`src/rtl/wb_stage.sv`:
```
// Write-back stage: one pipeline register behind MEM, load alignment, GPR write port,
// CP0 commit (exception / ERET / MTC0 / MFC0), MEM flush request and difftest trace.
module wb_stage #(
  parameter bit TRACE_EN = 1'b1
) (
  input  logic        clk,
  input  logic        rst_n,
  input  logic        mem_valid_in,
  output logic        wb_allowin_out,
  input  logic [31:0] mem_PC_in,
  input  logic [31:0] mem_dm_data_in,
  input  logic [4:0]  mem_wnum_in,
  input  logic [2:0]  mem_sel_wbdata_in,
  input  logic [7:0]  mem_onehot_in,
  input  logic [4:0]  mem_lubhw_con_in,
  input  logic [1:0]  mem_adrl_in,
  input  logic [2:0]  mem_write_type_in,
  input  logic [31:0] mem_wbdata_in,
  input  logic [3:0]  mem_llr_we_in,
  input  logic        mem_exception_in,
  input  logic        mem_bd_in,
  input  logic        mem_eret_in,
  input  logic [4:0]  mem_ExcCode_in,
  input  logic [7:0]  mem_cp0_addr_in,
  input  logic [31:0] mem_mtc0_data_in,
  input  logic [31:0] mem_error_VAddr_in,
  input  logic [1:0]  mem_mftc0_op_in,
  input  logic [31:0] cp0_rdata_in,
  output logic [3:0]  rf_we_out,
  output logic [4:0]  rf_waddr_out,
  output logic [31:0] rf_wdata_out,
  output logic [7:0]  cp0_addr_out,
  output logic        cp0_we_out,
  output logic [31:0] cp0_wdata_out,
  output logic        cp0_exc_out,
  output logic        cp0_eret_out,
  output logic [4:0]  cp0_ExcCode_out,
  output logic        cp0_bd_out,
  output logic [31:0] cp0_epc_out,
  output logic [31:0] cp0_badvaddr_out,
  output logic [1:0]  wb_ClrStpJmp_out,
  output logic [31:0] debug_wb_pc,
  output logic [3:0]  debug_wb_rf_wen,
  output logic [4:0]  debug_wb_rf_wnum,
  output logic [31:0] debug_wb_rf_wdata
);

  typedef struct packed {
    logic [31:0] pc;
    logic [31:0] dm;
    logic [4:0]  wnum;
    logic [2:0]  sel;
    logic [7:0]  onehot;
    logic [4:0]  lubhw;
    logic [1:0]  adrl;
    logic        wr_gpr;
    logic [31:0] wbdata;
    logic [3:0]  llr_we;
    logic        exception;
    logic        bd;
    logic        eret;
    logic [4:0]  exc_code;
    logic [7:0]  cp0_addr;
    logic [31:0] mtc0_data;
    logic [31:0] err_vaddr;
    logic [1:0]  mftc0_op;
  } wb_payload_t;

  logic        valid_q, valid_d;
  wb_payload_t payload_q, payload_d;
  logic        ready;
  logic        commit;
  logic        flush;
  logic        unused_write_type;
  logic [7:0]  load_byte;
  logic [15:0] load_half;
  logic [31:0] load_data;
  logic [31:0] llr_data;
  logic [31:0] wdata;
  logic [3:0]  we_raw;

  assign ready             = 1'b1;
  assign unused_write_type = &{1'b0, mem_write_type_in[2:1]};
  assign wb_allowin_out    = rst_n & (~valid_q | ready);
  assign commit            = rst_n & valid_q;

  // Exception outranks ERET, so at most one flush bit is ever raised.
  assign cp0_exc_out      = commit & payload_q.exception;
  assign cp0_eret_out     = commit & payload_q.eret & ~payload_q.exception;
  assign wb_ClrStpJmp_out = {cp0_eret_out, cp0_exc_out};
  assign flush            = |wb_ClrStpJmp_out;

  always_comb begin
    valid_d   = valid_q;
    payload_d = payload_q;
    if (flush)               valid_d = 1'b0;
    else if (wb_allowin_out) valid_d = mem_valid_in;
    if (wb_allowin_out) begin
      payload_d = '0;
      if (mem_valid_in && !flush) begin
        payload_d.pc        = mem_PC_in;
        payload_d.dm        = mem_dm_data_in;
        payload_d.wnum      = mem_wnum_in;
        payload_d.sel       = mem_sel_wbdata_in;
        payload_d.onehot    = mem_onehot_in;
        payload_d.lubhw     = mem_lubhw_con_in;
        payload_d.adrl      = mem_adrl_in;
        payload_d.wr_gpr    = mem_write_type_in[0];
        payload_d.wbdata    = mem_wbdata_in;
        payload_d.llr_we    = mem_llr_we_in;
        payload_d.exception = mem_exception_in;
        payload_d.bd        = mem_bd_in;
        payload_d.eret      = mem_eret_in;
        payload_d.exc_code  = mem_ExcCode_in;
        payload_d.cp0_addr  = mem_cp0_addr_in;
        payload_d.mtc0_data = mem_mtc0_data_in;
        payload_d.err_vaddr = mem_error_VAddr_in;
        payload_d.mftc0_op  = mem_mftc0_op_in;
      end
    end
  end

  always_ff @(posedge clk) begin
    if (!rst_n) begin
      valid_q   <= 1'b0;
      payload_q <= '0;
    end else begin
      valid_q   <= valid_d;
      payload_q <= payload_d;
    end
  end

  always_comb begin
    load_byte = payload_q.dm[{payload_q.adrl, 3'b000} +: 8];
    load_half = payload_q.adrl[1] ? payload_q.dm[31:16] : payload_q.dm[15:0];
    if (payload_q.lubhw[0])      load_data = {{24{load_byte[7]}}, load_byte};
    else if (payload_q.lubhw[1]) load_data = {24'h0, load_byte};
    else if (payload_q.lubhw[2]) load_data = {{16{load_half[15]}}, load_half};
    else if (payload_q.lubhw[3]) load_data = {16'h0, load_half};
    else                         load_data = payload_q.dm;
  end

  // LWL shifts the word up into the high bytes, LWR down into the low bytes.
  always_comb begin
    case (payload_q.onehot)
      8'h01:   llr_data = payload_q.dm << 24;
      8'h02:   llr_data = payload_q.dm << 16;
      8'h04:   llr_data = payload_q.dm << 8;
      8'h08:   llr_data = payload_q.dm;
      8'h10:   llr_data = payload_q.dm;
      8'h20:   llr_data = payload_q.dm >> 8;
      8'h40:   llr_data = payload_q.dm >> 16;
      8'h80:   llr_data = payload_q.dm >> 24;
      default: llr_data = 32'h0;
    endcase
  end

  always_comb begin
    if (payload_q.sel[2])         wdata = llr_data;
    else if (payload_q.sel[1])    wdata = load_data;
    else if (payload_q.mftc0_op[0]) wdata = cp0_rdata_in;
    else                          wdata = payload_q.wbdata;

    if (payload_q.sel[2])       we_raw = payload_q.llr_we;
    else if (payload_q.wr_gpr)  we_raw = 4'hF;
    else                        we_raw = 4'h0;
  end

  always_comb begin
    rf_we_out        = 4'h0;
    rf_waddr_out     = 5'h0;
    rf_wdata_out     = 32'h0;
    cp0_addr_out     = 8'h0;
    cp0_we_out       = 1'b0;
    cp0_wdata_out    = 32'h0;
    cp0_ExcCode_out  = 5'h0;
    cp0_bd_out       = 1'b0;
    cp0_epc_out      = 32'h0;
    cp0_badvaddr_out = 32'h0;
    if (commit) begin
      if (!payload_q.exception && !payload_q.eret && payload_q.wnum != 5'd0)
        rf_we_out = we_raw;
      rf_waddr_out     = payload_q.wnum;
      rf_wdata_out     = wdata;
      cp0_addr_out     = payload_q.cp0_addr;
      cp0_we_out       = payload_q.mftc0_op[1] & ~payload_q.exception;
      cp0_wdata_out    = payload_q.mtc0_data;
      cp0_ExcCode_out  = payload_q.exc_code;
      cp0_bd_out       = payload_q.bd;
      cp0_epc_out      = payload_q.pc;
      cp0_badvaddr_out = payload_q.err_vaddr;
    end
  end

  generate
    if (TRACE_EN) begin : g_trace
      assign debug_wb_pc       = commit ? payload_q.pc : 32'h0;
      assign debug_wb_rf_wen   = rf_we_out;
      assign debug_wb_rf_wnum  = rf_waddr_out;
      assign debug_wb_rf_wdata = rf_wdata_out;
    end else begin : g_no_trace
      assign debug_wb_pc       = 32'h0;
      assign debug_wb_rf_wen   = 4'h0;
      assign debug_wb_rf_wnum  = 5'h0;
      assign debug_wb_rf_wdata = 32'h0;
    end
  endgenerate

endmodule

```
`config.mk`:
```
export PLATFORM = sky130hd
export DESIGN_NAME = wb_stage
export DESIGN_NICKNAME = d
export VERILOG_FILES = /design/src/rtl/wb_stage.sv
export SDC_FILE = /design/constraint.sdc
export NUM_CORES = 1
export LEC_CHECK = 0
export CELL_PAD_IN_SITES_DETAIL_PLACEMENT = 0
export CELL_PAD_IN_SITES_GLOBAL_PLACEMENT = 2
export CORE_ASPECT_RATIO = 1.1
export CORE_MARGIN = 2
export CORE_UTILIZATION = 23
export CTS_BUF_LIST = sky130_fd_sc_hd__clkbuf_8 sky130_fd_sc_hd__clkbuf_16
export CTS_CLUSTER_DIAMETER = 50
export DETAILED_ROUTE_END_ITERATION = 10
export HOLD_SLACK_MARGIN = 0.08
export MAX_ROUTING_LAYER = met4
export PLACE_DENSITY_LB_ADDON = 0.2
export SLEW_MARGIN = 0
export SYNTH_ARGS = -nofsm -noshare
export SYNTH_HDL_FRONTEND = slang
export SYNTH_SLANG_ARGS = --single-unit
```
`constraint.sdc`:
```
create_clock -name clk -period 2.8 [get_ports clk]
set_input_delay 0.56 -clock clk [delete_from_list [all_inputs] [get_ports clk]]
set_output_delay 0.56 -clock clk [all_outputs]
set_load 0.01 [all_outputs]
```
After elaboration in Yosys (flattened, before gate mapping)
Index checks and enable logic that the tools add are counted.

cells by class
  equal/unequal tests = 8
  shift-type cells = 1
  mux-type cells = 22
  bitwise logic cells = 7
  reductions and logical operators = 11

operators by type and width
  cell                                                 number
  two-way mux 32 bit                                   11
  one-hot mux 32 bit (7 select lines)                  1
  variable part select 32 x 6 -> 8 bit                 1
  two-way mux 16 bit                                   1
  two-way mux 4 bit                                    4
  two-way mux 5 bit                                    2
  equality test 8 x 1 -> 1 bit, second input constant  1
  equality test 8 x 2 -> 1 bit, second input constant  1
  equality test 8 x 3 -> 1 bit, second input constant  1
  equality test 8 x 4 -> 1 bit, second input constant  1
  equality test 8 x 5 -> 1 bit, second input constant  1
  equality test 8 x 6 -> 1 bit, second input constant  1
  equality test 8 x 7 -> 1 bit, second input constant  1
  equality test 8 bit, second input constant           1
  two-way mux 8 bit                                    1
  bitwise AND 1 bit                                    5
  nonzero test 5 bit                                   1
  OR reduction 2 bit                                   2
  logical AND 1 bit                                    3
  logical NOT 1 bit                                    3
  OR reduction 3 bit                                   1
  two-way mux 1 bit                                    2
  NOT 1 bit                                            2
  AND reduction 2 bit                                  1

storage, ports and cells
  flip-flop bits (word level) = 206
  input port bits = 243
  output and inout bits = 230

Longest topological paths before layout
Gate-level depths: netlist of the first run.

  depth after elaboration = 8
  mapped depth = 8

Worst setup path before layout of the first run
Ideal clock, no wire load.

  path type = register to output
  from = register payload_q[126] (netlist bit)
  to = output port rf_wdata_out[0]
  arrival time = 2130 ps
  data required time = 2240 ps
  setup slack = 110 ps
  cell stages (with the launch flop) = 7
  cells stage by stage = dfxtp_1 nor4_4 and4b_1 buf_6 a221oi_1 a2111oi_0 buf_4

between the ends
  word-level cells in the longest chain between the ends = 5

RTL lines
  what                                                                          RTL line  text
  from (decl)                                                                   70        wb_payload_t payload_q, payload_d;
  from (signal assigned)                                                        129       payload_q <= payload_d;
  equality test 8 x 5 -> 1 bit or equality test 8 x 4 -> 1 bit (tied branches)  145       case (payload_q.onehot)
  OR reduction 2 bit (no source line)                                           --
  one-hot mux 32 bit (7 select lines) (*)                                       145
  two-way mux 32 bit (*)                                                        159       if (payload_q.sel[2]) wdata = llr_data;
  two-way mux 32 bit (*)                                                        180       if (commit) begin
  to (decl)                                                                     31        output logic [31:0] rf_wdata_out,

Every way passes the cells marked *; elsewhere a longest branch is shown, timed or not.

Worst setup path in the final report of the first run
  from = register payload_q[131] (netlist bit)
  to = output port rf_wdata_out[19]

The elaborated chain is that of the path after synthesis.

==> impl_metrics.toml, run 1 <==
[die]
num_io_pins = 473
die_y_um = 217
rows = 77
dieArea_um2 = 42800
start_util_pct = 23.4
core_um2 = 40400
die_x_um = 197

[worst_setup_path]
crit_arrival_ps = 2570
crit_type = "reg -> out"
cp-start-kind = "flip-flop"
cp-end-kind = "primary output"
crit_required_ps = 2240
crit_fanout = 4

[clock_network]
cts_root_buffer = "clkbuf_16"
cts_buffer_depth = 3
insertion_delay_ps = 550
cts_tree = "yes"
htreeDepth = 2
cts_inserted_buffers = 35
clk_pin_slew_worst_paths_ps = 60
cts_sinks = 205

[global_routing]
antenna_found_initial = 5
grt_first_pass_wirelength_um = 63300
grt_start_max_net_pins = 119
grt_pass1_vias = 9737
gr-total-overflow = 0
grt_usage_pct = 20.9

[yosys]
synth.net_count = 1253
yosysUniqueCellTypes = 47
yosysTopAreaCellShare_pct = 43.4
syn_avg_cell_area_um2 = 9.37
synth-edff-count = 0
synthCells = 1010
yosys-top-cells-area = "dfxtp_1 (43%), and2_1 (13%), and3_1 (7.9%)"
synth_warnings = 0
syn-cell-area_um2 = 9460
yosys.area.top_type = "dfxtp_1"
ys.flop_type = "dfxtp_1"
ys_ff_latch = 205
synthArstFlopShare_pct = 0
seq_area_frac_synth_pct = 43.4

[timing]
slew-limit-headroom_pct = 32.4
fmax_mhz = 319
tightest_slew_ps = 1010
slew_viol_final = 0
setup_viol = 64
rsz0062_at_grt = "true"
finalHoldViolCount = 0
fin_crit_ps = 3130
final_min_period_over_clock_period_pct = 112
finClkSkew_ps = 25.2
fin_ws_ps = -332

[drt]
drt_iter0_markers = 505
firstDrtPassIters = 7
ant_nets = 0
wl_per_cell_um = 21.6
drc = 0
via_per_inst = 4.55
wirelength_um = 44500
vias = 9362

[pwr]
total_power_mw = 8.85
ir_drop_mv = 0.399
seqPwrFrac_pct = 35.3
p_int_mw = 6.65
p_switching_mw = 2.20
leakagePower_nw = 7.46
powerDensity_nw_per_um2 = 513
p_clk_share_pct = 51.1
p_sw_share_pct = 24.8
combPwrFrac_pct = 13.6

[finish]
area_growth_pct = 82.4
layout-drive-gt1-share_pct = 26.2
stdcell_area_um2 = 17300
fin_nets = 1753

[job]
max_cap_viol_count = 0

[run_status]
outcome = "finished, violations left"
failed_checks = "setup timing"

[placement]
io_buffers = 468
dpl.hpwl_um = 32900
placed_cell_area_um2 = 15100
gp_congestion = 0.884

[worst_hold_path]
hold_class = "in -> reg"
-- power by group through the flow --
stage	logic, mW	clock network (mW)	registers, mW
floorplan	0.417	0	3.15
global placement	1.07	0	3.17
detailed placement	1.08	0	3.18
CTS	1.19	4.67	3.12
global route	1.30	4.81	3.13
finish	1.20	4.53	3.12
-- area by class of cell --
| cell class | instances | area [um^2] |
|---|---|---|
| fill | 3938 | 23100 |
| antenna | 7 | 17.5 |
| tap | 513 | 642 |
| clock buffer | 38 | 928 |
| multi-input combinational | 635 | 4840 |
| sequential | 205 | 4130 |
| clock inverter | 26 | 308 |
| timing repair buffer | 631 | 6380 |
| inverter | 2 | 7.51 |
-- kinds of logic (layout without fill, tap and decap cells) --
group / count (synthesis) / count (layout) / synth area share (%)
simple gates: 396 / 396 / 25.2
flops: 205 / 205 / 43.4
compound gates: 180 / 180 / 13.5
buf+inv: 170 / 697 / 10.4
mux: 59 / 59 / 7.46
other cells: 0 / 7 / 0
-- metal layers --
metal | global-route usage [%] | wire length (um) | vias to the layer above
met4 | 7.99 | 1350 | 0
met3 | 6.49 | 3760 | 66
met2 | 37.0 | 23000 | 422
met1 | 21.5 | 16400 | 4384
met5 | - | 0 | -
li1 | - | - | 4490
-- flip-flops by register name (all words and copies together), names as in the netlist --
register,cells
valid_q,1
payload_q,204
-- stage by stage --
step	TNS [ps]	worst slack, ps	instances	util (%)	hold WS (ps)
6_report	-15970	-332	2057	42.7	563
4_1_cts	-19190	-377	2039	42.1	535
3_5_place_dp	-12470	-409	1952	37.3	1110
3_3_place_gp	-11740	-287	1952	37.3	1090
2_1_floorplan	0	110	1010	-	682
5_1_grt	-23880	-435	2055	42.7	551
-- critical path, stage by stage, from the launching register on --
cell,delay [ps]
dfxtp_2,330
nor4_4,280
buf_4,150
and4b_4,290
buf_12,130
buf_4,100
a21oi_1,50
a221oi_1,380
buf_4,190
buf_6,90
-- final timing paths --
kind	endpoint	from	depth (start not counted)	slack (ps)
setup / recovery	rf_wdata_out[19]	payload_q[131]	9	-330
hold / removal	payload_q[147]	mem_dm_data_in[5]	2	560
hold reg to reg	payload_q[131]	payload_q[79]	3	1120
setup reg to reg	payload_q[64]	valid_q	5	1090
-- Yosys cell counts (10+ instances only) --
cell type / number
dfxtp_1: 205
and2_1: 204
and3_1: 119
buf_4: 80
clkbuf_1: 71
a21oi_1: 45
nand2_1: 45
o21ai_0: 32
mux2i_1: 30
a221oi_1: 23
mux2_2: 22
o22ai_1: 16
a22oi_1: 15
a222oi_1: 10
buf_2: 10
-- cells in the final DEF, fill, tap and decap left out, drive strengths merged, types with 15 or more instances in the layout --
cell type,count
nand2,45
clkdlybuf4s50,389
mux2,22
buf,229
a22oi,15
o21ai,33
dfxtp,205
a221oi,27
and3,119
clkbuf,41
mux2i,30
a21oi,45
o22ai,16
and2,205
-- timing repair --
action,4_1_cts,5_1_grt
hold buffers,0,0
endpoints found under the setup margin,72,71
endpoints found under the hold margin,0,0
pin swaps,52,20
cloned,6,1
resized for setup,408,49
setup buffers,26,14
Note: power is estimated with default switching activity, not from simulation.
==> run 2, diff against run 1 <==
Settings changed: CORE_MARGIN 2 to not set, CTS_CLUSTER_DIAMETER 50 to 100.
==> run 2 against run 1 <==
The flow still finishes with violations (setup timing). Combinational power about the same. Clock-buffer cell count is 8 lower. Flip-flop and latch count is the same. Fmax is 0.49% higher. Sequential share of layout area up 0.53 points. Wire length shrank 1.9%. Register-to-register slack improved by 70 ps. First-iteration DRC count down 25%. Clock power is 32% lower. Utilization decreased by 1.1 points. Final area down 2.5%.
==> impl_metrics.toml, run 2 (synthesized netlist as in run 1, its figures left out) <==
[placement]
dpl.hpwl_um = 32400
dpl.cell_count = 1954
io_buffers = 468
gp_congestion = 0.905
placed_cell_area_um2 = 15000

[run_status]
outcome = "finished, violations left"
failed_checks = "setup timing"

[drt]
ant_nets = 0
wirelength_um = 43600
drt_iter0_markers = 377
drc = 0
via_per_inst = 4.57
vias = 9313
wl_per_cell_um = 21.4
firstDrtPassIters = 8

[timing]
finClkSkew_ps = 8.18
fin_crit_ps = 3120
setup_viol = 64
tightest_slew_ps = 742
finalHoldViolCount = 0
slew-limit-headroom_pct = 50.4
fin_ws_ps = -316
final_min_period_over_clock_period_pct = 111
fmax_mhz = 321
slew_viol_final = 0
rsz0062_at_grt = "true"

[worst_setup_path]
crit_arrival_ps = 2560
crit_required_ps = 2240
cp-start-kind = "flip-flop"
crit_type = "reg -> out"
crit_fanout = 5
cp-end-kind = "primary output"
r2r_setup_slack_ps = 1160
cp_slowest_stage_delay_ps = 340
slowest_stage = "a221oi_2"
path_cells = "nor4_4, nand4b_1, nand2_4, buf_4, buf_12, a222oi_1, a221oi_2, buf_4, buf_6, buf_6"

[finish]
layout_commonest_cell = "clkdlybuf4s50_1"
area_growth_pct = 77.9
largest_register = "payload_q"
seq_area_um2 = 4120
stdcell_area_um2 = 16800
layout-drive-gt1-share_pct = 26.1
multi_input_area_um2 = 4860
fin_nets = 1751
fin_cells = 2040
largest_register_ffs = 204
utilization_pct = 41.7
layout_common_cells = "clkdlybuf4s50_1 (387), and2_1 (204), dfxtp_1 (193), buf_4 (120), and3_1 (116)"
reg_top3 = "payload_q: 204 flops, valid_q: 1 flops"
fillerInstances = 4026

[pwr]
ir_drop_mv = 0.372
p_clk_share_pct = 41.7
p_sw_share_pct = 25.0
powerDensity_nw_per_um2 = 440
seqPwrFrac_pct = 42.1
combPwrFrac_pct = 16.3
p_int_mw = 5.55
p_switching_mw = 1.85
leakagePower_nw = 7.23

[die]
die_x_um = 195
rows = 77
num_io_pins = 473
core_um2 = 40400
die_y_um = 215
dieArea_um2 = 41900
start_util_pct = 23.4

[global_routing]
grt_first_pass_wirelength_um = 63200
grt_usage_pct = 20.9
gr-total-overflow = 0
grt_start_max_net_pins = 119
grt_pass1_vias = 9763
antenna_found_initial = 3

[clock_network]
cts_root_buffer = "clkbuf_16"
clk_pin_slew_worst_paths_ps = 60
cts_inserted_buffers = 26
cts_tree = "yes"
htreeDepth = 1
cts_buffer_depth = 3
cts_sinks = 205
insertion_delay_ps = 540

[worst_hold_path]
hold_class = "in -> reg"

[job]
max_cap_viol_count = 0
run 2: changes by cell type in the layout (fill, tap and decap cells not counted), moves of 4 or more:
cell            change
a221oi_1            -4
a221oi_2            +4
buf_12              -4
buf_4               +5
buf_6              +14
bufinv_16           -5
clkbuf_16           -9
dfxtp_2             +5
dfxtp_4             -5
dlygate4sd2_1       +6
dlymetal6s2s_1      -6
inv_1               +4
nand2_2             -4
run 2: power groups by stage:
stage	logic (mW)	clock network, mW	registers, mW
after global placement	1.07	0	3.17
final	1.21	3.08	3.11
after floorplan	0.417	0	3.15
after detailed placement	1.08	0	3.17
after CTS	1.19	3.23	3.11
after global routing	1.30	3.36	3.12
run 2: worst max-delay path: cells and delay by family (launching register included):
| family | cells | cell delay [ps] |
|---|---|---|
| simple gates | 3 | 660 |
| buf+inv | 5 | 580 |
| compound gates | 2 | 450 |
| flops | 1 | 330 |
run 2: repair_timing:
action	CTS	global route
hold buffers	0	0
resized for setup	438	33
setup endpoints to repair	74	70
pin swaps	49	13
cloned	5	1
buffers inserted	29	9
run 2: layer usage:
metal | track usage (%) | up-vias | wire [um]
met3 | 5.48 | 60 | 3070
met2 | 38.0 | 346 | 22900
met4 | 6.48 | 0 | 1270
met1 | 21.7 | 4443 | 16400
met5 | - | - | 0
li1 | - | 4464 | -
run 2: stage by stage:
step | setup TNS, ps | hold slack [ps] | power, mW | setup WS (ps)
after floorplan | 0 | 682 | 3.56 | 110
after detailed placement | -12240 | 970 | 4.25 | -295
after global placement | -10660 | 975 | 4.24 | -257
final | -11980 | 577 | 7.40 | -316
after CTS | -15040 | 544 | 7.53 | -359
after global routing | -20100 | 557 | 7.78 | -403
run 2: final timing paths:
path,from,end,cells past startpoint
hold reg to reg,payload_q[79],payload_q[133],3
setup / recovery,payload_q[129],rf_wdata_out[16],10
hold / removal,mem_cp0_addr_in[7],payload_q[73],2
setup reg to reg,valid_q,payload_q[155],5
run 2: cell type report:
cell class                 instances  area share, %
tap                              513           3.81
inverter                           2         0.0446
timing repair buffer             638           38.1
antenna                            4         0.0595
clock buffer                      30           4.26
multi-input combinational        635           28.9
sequential                       205           24.5
clock inverter                    13          0.379
==> run 3, diff against run 2 <==
==> constraint.sdc (replaced) <==
create_clock -name clk -period 2.8 [get_ports clk]
set_input_delay 0.84 -clock clk [delete_from_list [all_inputs] [get_ports clk]]
set_output_delay 0.84 -clock clk [all_outputs]
set_load 0.01 [all_outputs]
==> run 3 against run 2 <==
The flow still finishes with violations (setup timing). Critical path depth is 1 lower. Via count is 0.48% higher. Fmax is 6.5% lower. Critical path type unchanged. Highest routed layer unchanged.
==> impl_metrics.toml, run 3 (synthesized netlist as in run 1, its figures left out) <==
[run_status]
failed_checks = "setup timing"
outcome = "finished, violations left"

[timing]
finalHoldViolCount = 0
fmax_mhz = 300
final_min_period_over_clock_period_pct = 119
hold-worst-slack_ps = 843
finClkSkew_ps = 12.2
slew-limit-headroom_pct = 52.5
tightest_slew_ps = 712
fin_crit_ps = 3330
slew_viol_final = 0
setup_viol = 68
rsz0062_at_grt = "true"
setup_tns_ps = -28040
fin_ws_ps = -532

[die]
start_util_pct = 23.4
die_x_um = 195
core_um2 = 40400
die_y_um = 215
dieArea_um2 = 41900
num_io_pins = 473
rows = 77

[pwr]
ir_drop_mv = 0.377
total_power_mw = 7.75
powerDensity_nw_per_um2 = 453
leakagePower_nw = 7.86

[finish]
fin_nets = 1751
layout-drive-gt1-share_pct = 31.1
largest_register = "payload_q"
fillerInstances = 4025
seq_area_um2 = 4130
layout_common_cells = "clkdlybuf4s50_1 (238), and2_1 (204), dfxtp_1 (190), and3_1 (109), dlygate4sd2_1 (102)"
multi_input_area_um2 = 5270
utilization_pct = 42.4
area_growth_pct = 81.0
reg_top3 = "payload_q: 204 flops, valid_q: 1 flops"
layout_commonest_cell = "clkdlybuf4s50_1"
largest_register_ffs = 204

[drt]
vias = 9358
ant_nets = 0
drt_iter0_markers = 426
firstDrtPassIters = 6
wl_per_cell_um = 22.1
via_per_inst = 4.57
wirelength_um = 45300
drc = 0

[global_routing]
grt_usage_pct = 21.6
grt_first_pass_wirelength_um = 66000
grt_start_max_net_pins = 92
gr-total-overflow = 0
antenna_found_initial = 8
grt_pass1_vias = 9836

[placement]
gp_congestion = 0.904
dpl.hpwl_um = 32800
io_buffers = 468

[clock_network]
cts_root_buffer = "clkbuf_16"
cts_inserted_buffers = 26
hold_buffers = 0
cts_sinks = 205
cts_tree = "yes"
htreeDepth = 1
clk_pin_slew_worst_paths_ps = 60
cts_buffer_depth = 3
insertion_delay_ps = 550

[worst_setup_path]
slowest_stage = "a222oi_1"
cp-end-kind = "primary output"
cpLargestDelayFamily = "compound AO/OA/AOI/OAI gates"
crit_type = "reg -> out"
crit_arrival_ps = 2490
cp-start-kind = "flip-flop"
path_buf_inv = 4
r2r_setup_slack_ps = 1060
crit_required_ps = 1960
crit_fanout = 7
path_cells = "buf_6, nor2_4, nand4b_1, nand2_2, buf_12, buf_12, a222oi_1, a311oi_4, buf_2"
cp_slowest_stage_delay_ps = 590
critPathMostFrequentCell = "buf_12"

[worst_hold_path]
hold_class = "in -> reg"

[job]
max_cap_viol_count = 0
run 3: final timing paths:
check,from,end,cells after the start
max,payload_q[126],debug_wb_rf_wdata[12],9
min,mem_cp0_addr_in[6],payload_q[72],2
min reg2reg,payload_q[79],payload_q[79],3
max reg2reg,valid_q,payload_q[4],6
run 3: stage by stage:
step,setup WS [ps],cell area [um^2],instances
after floorplan,-107,9670,1010
after global placement,-696,15200,1939
after detailed placement,-678,15200,1939
after CTS,-589,16800,2024
after global routing,-667,17100,2047
final,-532,17100,2047
run 3: cell type report:
| cell class | count | area share [%] |
|---|---|---|
| antenna | 8 | 0.117 |
| inverter | 2 | 0.0658 |
| tap | 513 | 3.75 |
| multi-input combinational | 636 | 30.8 |
| sequential | 205 | 24.1 |
| clock buffer | 31 | 4.20 |
| clock inverter | 15 | 0.789 |
| timing repair buffer | 637 | 36.2 |
run 3: repair_timing:
item,CTS,global route
setup endpoints to repair,227,120
endpoints found under the hold margin,0,0
resized for setup,629,122
buffers inserted,32,16
cloned,10,3
pin swaps,55,28
run 3: layer usage:
layer	vias up	part of all wire, %	GRT usage (%)
li1	4471	-	-
met4	0	2.2	5.07
met1	4467	41	24.9
met3	61	7.2	5.57
met2	359	50	37.3
met5	-	0	-
run 3: power breakdown:
part | total, mW | internal [mW] | leakage (nW) | switching (mW)
logic | 1.31 | 0.752 | 5.73 | 0.558
registers | 3.10 | 3.04 | 1.69 | 0.0602
clock network | 3.34 | 2.00 | 0.438 | 1.34
total | 7.75 | 5.79 | 7.86 | 1.96
